[config.mk]
export PLATFORM = sky130hd
export DESIGN_NAME = down_counter_timer_flat
export DESIGN_NICKNAME = d
export VERILOG_FILES = /design/src/rtl/down_counter_timer_pkg.sv /design/src/rtl/down_counter_timer_if.sv /design/src/rtl/down_counter_timer.sv /design/src/flat_wrapper.sv
export SDC_FILE = /design/constraint.sdc
export NUM_CORES = 1
export LEC_CHECK = 0
export ABC_CLOCK_PERIOD_IN_PS = 1400
export CAP_MARGIN = 30
export CORE_MARGIN = 2
export CORE_UTILIZATION = 40
export DETAILED_ROUTE_END_ITERATION = 12
export GPL_ROUTABILITY_DRIVEN = 0
export PLACE_DENSITY = 0.82
export REMOVE_ABC_BUFFERS = 1
export SLEW_MARGIN = 20
export SYNTH_ARGS = -nofsm -noshare
export SYNTH_HDL_FRONTEND = slang
export SYNTH_SLANG_ARGS = --single-unit
[constraint.sdc]
create_clock -name clock -period 1.4 [get_ports clock]
set_input_delay 0.28 -clock clock [delete_from_list [all_inputs] [get_ports clock]]
set_output_delay 0.28 -clock clock [all_outputs]
set_load 0.01 [all_outputs]
[src/rtl/down_counter_timer_pkg.sv]
// Shared definitions for the down-counter/timer and its up-counter sibling.
//   DefaultWidth : counter width shared with the 4-bit up-counter
//   state_e      : timer FSM encoding (IDLE / RUN / DONE)
package down_counter_timer_pkg;

    localparam int unsigned DefaultWidth = 4;

    typedef enum logic [1:0] {
        StIdle = 2'b00,
        StRun  = 2'b01,
        StDone = 2'b10
    } state_e;

endpackage

[src/rtl/down_counter_timer_if.sv]
// Control/status bundle for down_counter_timer.
//   master : drives clear, load, load_value, auto_reload, enable, tick_in;
//            observes count_out, borrow_out, busy, done
//   slave  : the timer itself (opposite directions)
interface down_counter_timer_if
    import down_counter_timer_pkg::*;
#(
    parameter int unsigned WIDTH = DefaultWidth
);
    logic             clear;
    logic             load;
    logic [WIDTH-1:0] load_value;
    logic             auto_reload;
    logic             enable;
    logic             tick_in;
    logic [WIDTH-1:0] count_out;
    logic             borrow_out;
    logic             busy;
    logic             done;

    modport master (
        output clear, load, load_value, auto_reload, enable, tick_in,
        input  count_out, borrow_out, busy, done
    );

    modport slave (
        input  clear, load, load_value, auto_reload, enable, tick_in,
        output count_out, borrow_out, busy, done
    );
endinterface

[src/rtl/down_counter_timer.sv]
// Loadable, cascadable down-counter/timer with one-shot and auto-reload modes.
// Ports:
//   clock : rising-edge system clock
//   reset : asynchronous, active-high reset
//   bus   : down_counter_timer_if.slave
//           clear (sync abort), load/load_value (start value), auto_reload,
//           enable & tick_in (count qualifier), count_out, borrow_out (one-cycle
//           terminal-count pulse), busy (RUN), done (sticky one-shot expiry)
// Priority on each edge: clear > load > decrement. All outputs are registered.
module down_counter_timer
    import down_counter_timer_pkg::*;
#(
    parameter int unsigned WIDTH = DefaultWidth
) (
    input logic                  clock,
    input logic                  reset,
    down_counter_timer_if.slave  bus
);

    state_e           state_q;
    logic [WIDTH-1:0] count_q;
    logic [WIDTH-1:0] reload_q;
    logic             borrow_q;
    logic             busy_q;
    logic             done_q;

    logic step;
    assign step = (state_q == StRun) && bus.enable && bus.tick_in;

    always_ff @(posedge clock or posedge reset) begin
        if (reset) begin
            state_q  <= StIdle;
            count_q  <= '0;
            reload_q <= '0;
            borrow_q <= 1'b0;
            busy_q   <= 1'b0;
            done_q   <= 1'b0;
        end else begin
            // Borrow is a single-cycle pulse; only a terminal step re-asserts it.
            borrow_q <= 1'b0;
            if (bus.clear) begin
                state_q <= StIdle;
                count_q <= '0;
                busy_q  <= 1'b0;
                done_q  <= 1'b0;
            end else if (bus.load) begin
                reload_q <= bus.load_value;
                count_q  <= bus.load_value;
                done_q   <= 1'b0;
                if (bus.load_value != '0) begin
                    state_q <= StRun;
                    busy_q  <= 1'b1;
                end else begin
                    state_q <= StIdle;
                    busy_q  <= 1'b0;
                end
            end else if (step) begin
                if (count_q > WIDTH'(1)) begin
                    count_q <= count_q - WIDTH'(1);
                end else begin
                    // Terminal step. A zero count in RUN is unreachable; treating it
                    // as terminal keeps the counter from ever wrapping below zero.
                    borrow_q <= 1'b1;
                    if (bus.auto_reload) begin
                        count_q <= reload_q;
                    end else begin
                        count_q <= '0;
                        state_q <= StDone;
                        busy_q  <= 1'b0;
                        done_q  <= 1'b1;
                    end
                end
            end
        end
    end

    assign bus.count_out  = count_q;
    assign bus.borrow_out = borrow_q;
    assign bus.busy       = busy_q;
    assign bus.done       = done_q;

endmodule

[src/flat_wrapper.sv]
// flat-port wrapper written by rule: the top's interface ports become plain ports
module down_counter_timer_flat import down_counter_timer_pkg::*;
#(
    parameter int unsigned WIDTH = DefaultWidth
)
  (clock, reset, bus_clear, bus_load, bus_load_value, bus_auto_reload, bus_enable, bus_tick_in, bus_count_out, bus_borrow_out, bus_busy, bus_done);
  down_counter_timer_if #(.WIDTH(WIDTH)) bus_i ();
  input logic clock;
  input logic reset;
  input wire logic [$bits(bus_i.clear)-1:0] bus_clear;
  input wire logic [$bits(bus_i.load)-1:0] bus_load;
  input wire logic [$bits(bus_i.load_value)-1:0] bus_load_value;
  input wire logic [$bits(bus_i.auto_reload)-1:0] bus_auto_reload;
  input wire logic [$bits(bus_i.enable)-1:0] bus_enable;
  input wire logic [$bits(bus_i.tick_in)-1:0] bus_tick_in;
  output wire logic [$bits(bus_i.count_out)-1:0] bus_count_out;
  output wire logic [$bits(bus_i.borrow_out)-1:0] bus_borrow_out;
  output wire logic [$bits(bus_i.busy)-1:0] bus_busy;
  output wire logic [$bits(bus_i.done)-1:0] bus_done;
  assign bus_i.clear = bus_clear;
  assign bus_i.load = bus_load;
  assign bus_i.load_value = bus_load_value;
  assign bus_i.auto_reload = bus_auto_reload;
  assign bus_i.enable = bus_enable;
  assign bus_i.tick_in = bus_tick_in;
  assign bus_count_out = bus_i.count_out;
  assign bus_borrow_out = bus_i.borrow_out;
  assign bus_busy = bus_i.busy;
  assign bus_done = bus_i.done;
  down_counter_timer #(.WIDTH(WIDTH)) u_core (.clock(clock), .reset(reset), .bus(bus_i));
endmodule
==> results of run 1 <==
worst min path at each step:
stage / endpoint / slack (ns) / cells after the start
floorplan: u_core.bus.borrow_out / 0.13 / 1
global placement: u_core.reload_q[1] / 0.46 / 2
detailed placement: u_core.reload_q[1] / 0.46 / 2
CTS: u_core.bus.borrow_out / 0.31 / 2
global route: u_core.bus.borrow_out / 0.34 / 2
finish: u_core.bus.borrow_out / 0.29 / 2
registers in the layout (all words and copies together), names as in the netlist:
name,cells
u_core.bus.borrow_out,1
u_core.bus.busy,1
u_core.bus.count_out,4
u_core.bus.done,1
u_core.reload_q,4
cell families after synthesis:
| family | count (synthesis) | synth area share |
|---|---|---|
| compound gates | 14 | 0.172 |
| fa+ha+maj | 2 | 0.0399 |
| buf+inv | 5 | 0.0319 |
| mux | 1 | 0.0160 |
| simple gates | 37 | 0.301 |
| flops | 11 | 0.439 |
what timing repair did:
action / in CTS / in global routing
pin swaps: 5 / 2
buffers inserted: 2 / 2
gates resized for setup: 17 / 9
endpoints found under the setup margin: 12 / 9
synthesized netlist by cell type (all sizes together), types with 2 or more instances:
master,number,share of area
a2111oi,2,0.032
dfrtp,11,0.44
ha,2,0.040
inv,4,0.024
nand2,17,0.10
nor2,7,0.054
nor3,4,0.040
nor4,2,0.020
o21ai,2,0.016
metrics by stage:
step,power [mW],std cells,hold WS (ns),utilization
CTS,0.968,119,0.306,0.650
detailed placement,0.723,113,0.456,0.601
global route,1.10,121,0.339,0.686
global placement,0.713,113,0.459,0.601
floorplan,0.548,69,0.132,-
finish,1.03,121,0.291,0.686
layout make-up:
class                           count  area, um^2  share of cell area
Multi-Input combinational cell     54         407               0.398
Tap cell                           16        20.0              0.0196
Inverter                            4        15.0              0.0147
Clock buffer                        4        26.3              0.0257
Timing Repair Buffer               32         275               0.270
Sequential cell                    11         278               0.272
metal layers:
metal  up-vias  wire length (um)  track usage
met5         -                 0            0
met1       324               734        0.294
met3         5               122       0.0375
met2        23               953        0.315
met4         0                32       0.0909
li1        322                 -            -
power by group:
group / internal (mW) / switching, mW / leakage [nW]
Combinational: 0.218 / 0.214 / 0.327
Clock: 0.111 / 0.111 / 0.0150
Sequential: 0.354 / 0.0252 / 0.138
Total: 0.682 / 0.350 / 0.481
==> results.json, run 1 <==
{
  "cp-start-kind": "flip-flop",
  "grt_max_degree": 12,
  "crit_start": "u_core.bus.count_out[0]",
  "vias": 674,
  "antenna_found_initial": 0,
  "finalMaxSlewViolations": 0,
  "routed_wl_um": 1840,
  "grt_pass1_wl_um": 2860,
  "crit_fanout": 4,
  "r2r-end": "u_core.bus.count_out[3]",
  "ys.flop_type": "dfrtp_1",
  "place_hpwl_um": 1260,
  "ys_seq_elements": 11,
  "p_per_area_nw_per_um2": 1010,
  "fin_skew_ns": 0.00514,
  "io_pins": 18,
  "final_area_um2": 1020,
  "antenna_cells": 0,
  "reg2reg_depth": 5,
  "tightest_slew_ns": 0.430,
  "dr.first_iter.drc_count": 10,
  "synthArstFlopShare": 1.00,
  "min_period_ns": 1.45,
  "final_common_cell": "nand2_1",
  "avgSynthCellArea_um2": 8.96,
  "layout_common_cells": "nand2_1 (17), buf_4 (15), clkdlybuf4s50_1 (10)",
  "drive_gt1_frac": 0.343,
  "status": "complete, but fails checks",
  "end_kind": "flip-flop",
  "cts_sinks": 11,
  "slowest_delay_ns": 0.45,
  "placed_cell_area_um2": 895,
  "grt-ovfl-total": 0,
  "grt_pass1_vias": 618,
  "cts_hold_buf": 0,
  "viasPerCell": 5.57,
  "min_path_type": "in -> async",
  "dpl_worst_slack_ns": -0.232,
  "finalCritPeriodShare": 1.03,
  "worstSetupPathType": "reg -> reg",
  "post_drt_wl_per_cell_um": 15.2,
  "ys_warn_count": 0,
  "failed_checks": "setup timing",
  "antenna_left": 0,
  "worstSetupEndpoint": "u_core.bus.count_out[3]",
  "vdd_drop_max_uv": 614,
  "die_w_um": 43.6,
  "crit_family": "compound AO/OA/AOI/OAI gates",
  "clock.fmax_mhz": 690,
  "clk_latency_ns": 0.28,
  "drc": 0,
  "rr_startpoint": "u_core.bus.count_out[0]",
  "chipHeight_um": 43.6,
  "timing.final.ws_setup_ns": -0.0487,
  "setup_tns_ns": -0.181,
  "finalHoldViolCount": 0,
  "syn2layout_area_growth_pct": 62.9,
  "fillers": 129,
  "setup-violations-final": 4,
  "cts_buffers": 3,
  "cts_tree": "done",
  "max_cap_viol_count": 0,
  "core_um2": 1490,
  "syn_area_um2": 627,
  "rows": 14,
  "worstPathCellList": "ha_4, nor2_4, nor3_2, a211o_1, a311oi_2",
  "arrival_ns": 1.63,
  "slew_headroom": 0.713,
  "synthDistinctLibCells": 31,
  "htree_levels": 1,
  "ys_seq_area_frac": 0.439,
  "cp.depth": 5,
  "worstPathRequired_ns": 1.58,
  "io_buffer_count": 17,
  "root_buffer": "clkbuf_4",
  "track_usage": 0.209,
  "leakage_nw": 0.481,
  "rsz0062_at_grt": "yes",
  "reg2reg_slack_ns": -0.05,
  "die_area_um2": 1900,
  "start_util": 0.421,
  "nets": 119,
  "crit_slowest_cell": "dfrtp_2",
  "cts_buffer_depth": 2,
  "synth_edf_count": 0,
  "syn_inst": 70,
  "drtPass1Iterations": 4,
  "worst-path-buf-inv": 0,
  "clkTransAtPathRegs_ns": 0.07
}
Power figures use the tool's default switching activity.
==> inputs of run 2 (changes only) <==
--- a/config.mk
+++ b/config.mk
@@ -11,6 +11,7 @@
 export CORE_UTILIZATION = 40
 export DETAILED_ROUTE_END_ITERATION = 12
 export GPL_ROUTABILITY_DRIVEN = 0
+export GPL_TIMING_DRIVEN = 0
 export PLACE_DENSITY = 0.82
 export REMOVE_ABC_BUFFERS = 1
 export SLEW_MARGIN = 20
==> results.json, run 2 (synthesis gave the netlist of run 1 again) <==
{
  "viasPerCell": 5.67,
  "nets": 112,
  "antenna_cells": 0,
  "failed_checks": "setup timing",
  "die_w_um": 43.6,
  "vias": 646,
  "finalMaxSlewViolations": 0,
  "rsz0062_at_grt": "yes",
  "cts_sinks": 11,
  "final_area_um2": 962,
  "p_per_area_nw_per_um2": 1020,
  "reg2reg_depth": 6,
  "io_buffer_count": 17,
  "worstPathCellList": "inv_2, ha_4, nor2_4, nor4_1, o311ai_1, a21oi_1",
  "min_period_ns": 1.48,
  "drc": 0,
  "dr.first_iter.drc_count": 21,
  "crit_slowest_cell": "dfrtp_1",
  "grt_pass1_wl_um": 2870,
  "fillers": 134,
  "internal_power_mw": 0.652,
  "setup-violations-final": 3,
  "dp.cells": 102,
  "power_mw": 0.984,
  "drtPass1Iterations": 4,
  "track_usage": 0.205,
  "chipHeight_um": 43.6,
  "grt_max_degree": 12,
  "clk_latency_ns": 0.27,
  "rr_startpoint": "u_core.bus.count_out[1]",
  "vdd_drop_max_uv": 562,
  "timing.final.ws_setup_ns": -0.0774,
  "switching_power_mw": 0.332,
  "root_buffer": "clkbuf_4",
  "drive_gt1_frac": 0.327,
  "reg2reg_slack_ns": -0.08,
  "min_path_type": "in -> async",
  "slew_headroom": 0.713,
  "die_area_um2": 1900,
  "clkTransAtPathRegs_ns": 0.07,
  "syn2layout_area_growth_pct": 53.5,
  "setup_tns_ns": -0.104,
  "cts_buffers": 3,
  "htree_levels": 1,
  "slowest_delay_ns": 0.40,
  "layout_common_cells": "nand2_1 (16), clkdlybuf4s50_1 (10), buf_4 (8), dfrtp_1 (8), dlygate4sd2_1 (6)",
  "switching_share": 0.338,
  "start_util": 0.421,
  "place_hpwl_um": 1140,
  "cts_buffer_depth": 2,
  "cts_hold_buf": 0,
  "routed_wl_um": 1730,
  "leakage_nw": 0.433,
  "end_kind": "flip-flop",
  "worstSetupPathType": "reg -> reg",
  "antenna_found_initial": 0,
  "seq_power_share": 0.385,
  "final_common_cell": "nand2_1",
  "final_cells": 114,
  "finalHoldViolCount": 0,
  "cp-start-kind": "flip-flop",
  "post_drt_wl_per_cell_um": 15.2,
  "status": "complete, but fails checks",
  "core_um2": 1490,
  "tightest_slew_ns": 0.430,
  "grt_pass1_vias": 653,
  "dpl_worst_slack_ns": -0.285,
  "crit_fanout": 4,
  "pwr-share-clk": 0.223,
  "io_pins": 18,
  "finalCritPeriodShare": 1.06,
  "combPwrFrac": 0.391,
  "r2r-end": "u_core.bus.count_out[0]",
  "clock.fmax_mhz": 677,
  "placed_cell_area_um2": 812,
  "antenna_left": 0,
  "grt-ovfl-total": 0,
  "cts_tree": "done",
  "postLayoutCoreUtil": 0.646,
  "arrival_ns": 1.67,
  "fin_skew_ns": 0.00296,
  "holdWs_ns": 0.298,
  "rows": 14,
  "max_cap_viol_count": 0,
  "worstPathRequired_ns": 1.59
}
-- run 2: cell count changes in the layout (fill, tap and decap cells not counted), sizes merged --
cell / before / now
buf: 15 / 8
dlymetal6s2s: 1 / 0
dlygate4sd2: 4 / 6
clkdlybuf4s15: 1 / 0
-- run 2: power groups by stage --
| stage | clock (mW) | sequential [mW] | combinational, mW |
|---|---|---|---|
| after detailed placement | 0 | 0.405 | 0.256 |
| after floorplan | 0 | 0.404 | 0.144 |
| after global routing | 0.245 | 0.384 | 0.417 |
| final | 0.220 | 0.379 | 0.385 |
| after global placement | 0 | 0.404 | 0.249 |
| after CTS | 0.223 | 0.377 | 0.322 |
-- run 2: layer usage --
layer | vias to the layer above | global-route usage | wire, um
met5 | - | 0 | 0
met4 | 0 | 0.0727 | 44
met3 | 6 | 0.0375 | 62
li1 | 313 | - | -
met1 | 308 | 0.259 | 755
met2 | 19 | 0.347 | 869
-- run 2: layout make-up --
class                           count  area (um^2)  area share
Sequential cell                    11          279       0.290
Tap cell                           16         20.0      0.0208
Inverter                            4         17.5      0.0182
Timing Repair Buffer               25          218       0.226
Clock buffer                        4         26.3      0.0273
Multi-Input combinational cell     54          402       0.417
-- run 2: worst max-delay path by stage --
stage / startpoint / endpoint / depth (start not counted)
after floorplan: u_core.bus.count_out[0] / u_core.bus.count_out[3] / 6
after global placement: bus_clear / u_core.bus.count_out[3] / 4
after CTS: u_core.bus.count_out[0] / u_core.bus.count_out[2] / 6
final: u_core.bus.count_out[1] / u_core.bus.count_out[0] / 6
after detailed placement: u_core.bus.count_out[0] / u_core.bus.count_out[3] / 6
after global routing: u_core.bus.count_out[1] / u_core.bus.count_out[0] / 6
-- run 2: critical path: cells and delay by family, from the launching register on --
family,cells,cell delay [ns]
adders and majority gates,1,0.17
DFF,1,0.40
and+or+nand+nor,2,0.38
AOI/OAI and AO/OA,2,0.32
buffers and inverters,1,0.11
-- run 2: repair_timing --
item / in CTS / in global routing
resized for setup: 17 / 11
pin swaps: 1 / 7
cloned: 0 / 0
setup endpoints to repair: 13 / 6
endpoints found under the hold margin: 0 / 0
setup buffers: 5 / 3
==> inputs of run 3 (changes only) <==
--- a/config.mk
+++ b/config.mk
@@ -10,7 +10,6 @@
 export CORE_MARGIN = 2
 export CORE_UTILIZATION = 40
 export DETAILED_ROUTE_END_ITERATION = 12
-export GPL_ROUTABILITY_DRIVEN = 0
 export GPL_TIMING_DRIVEN = 0
 export PLACE_DENSITY = 0.82
 export REMOVE_ABC_BUFFERS = 1
==> results of run 3 <==
No change in the layout: final DEF, timing and power equal those of run 2.
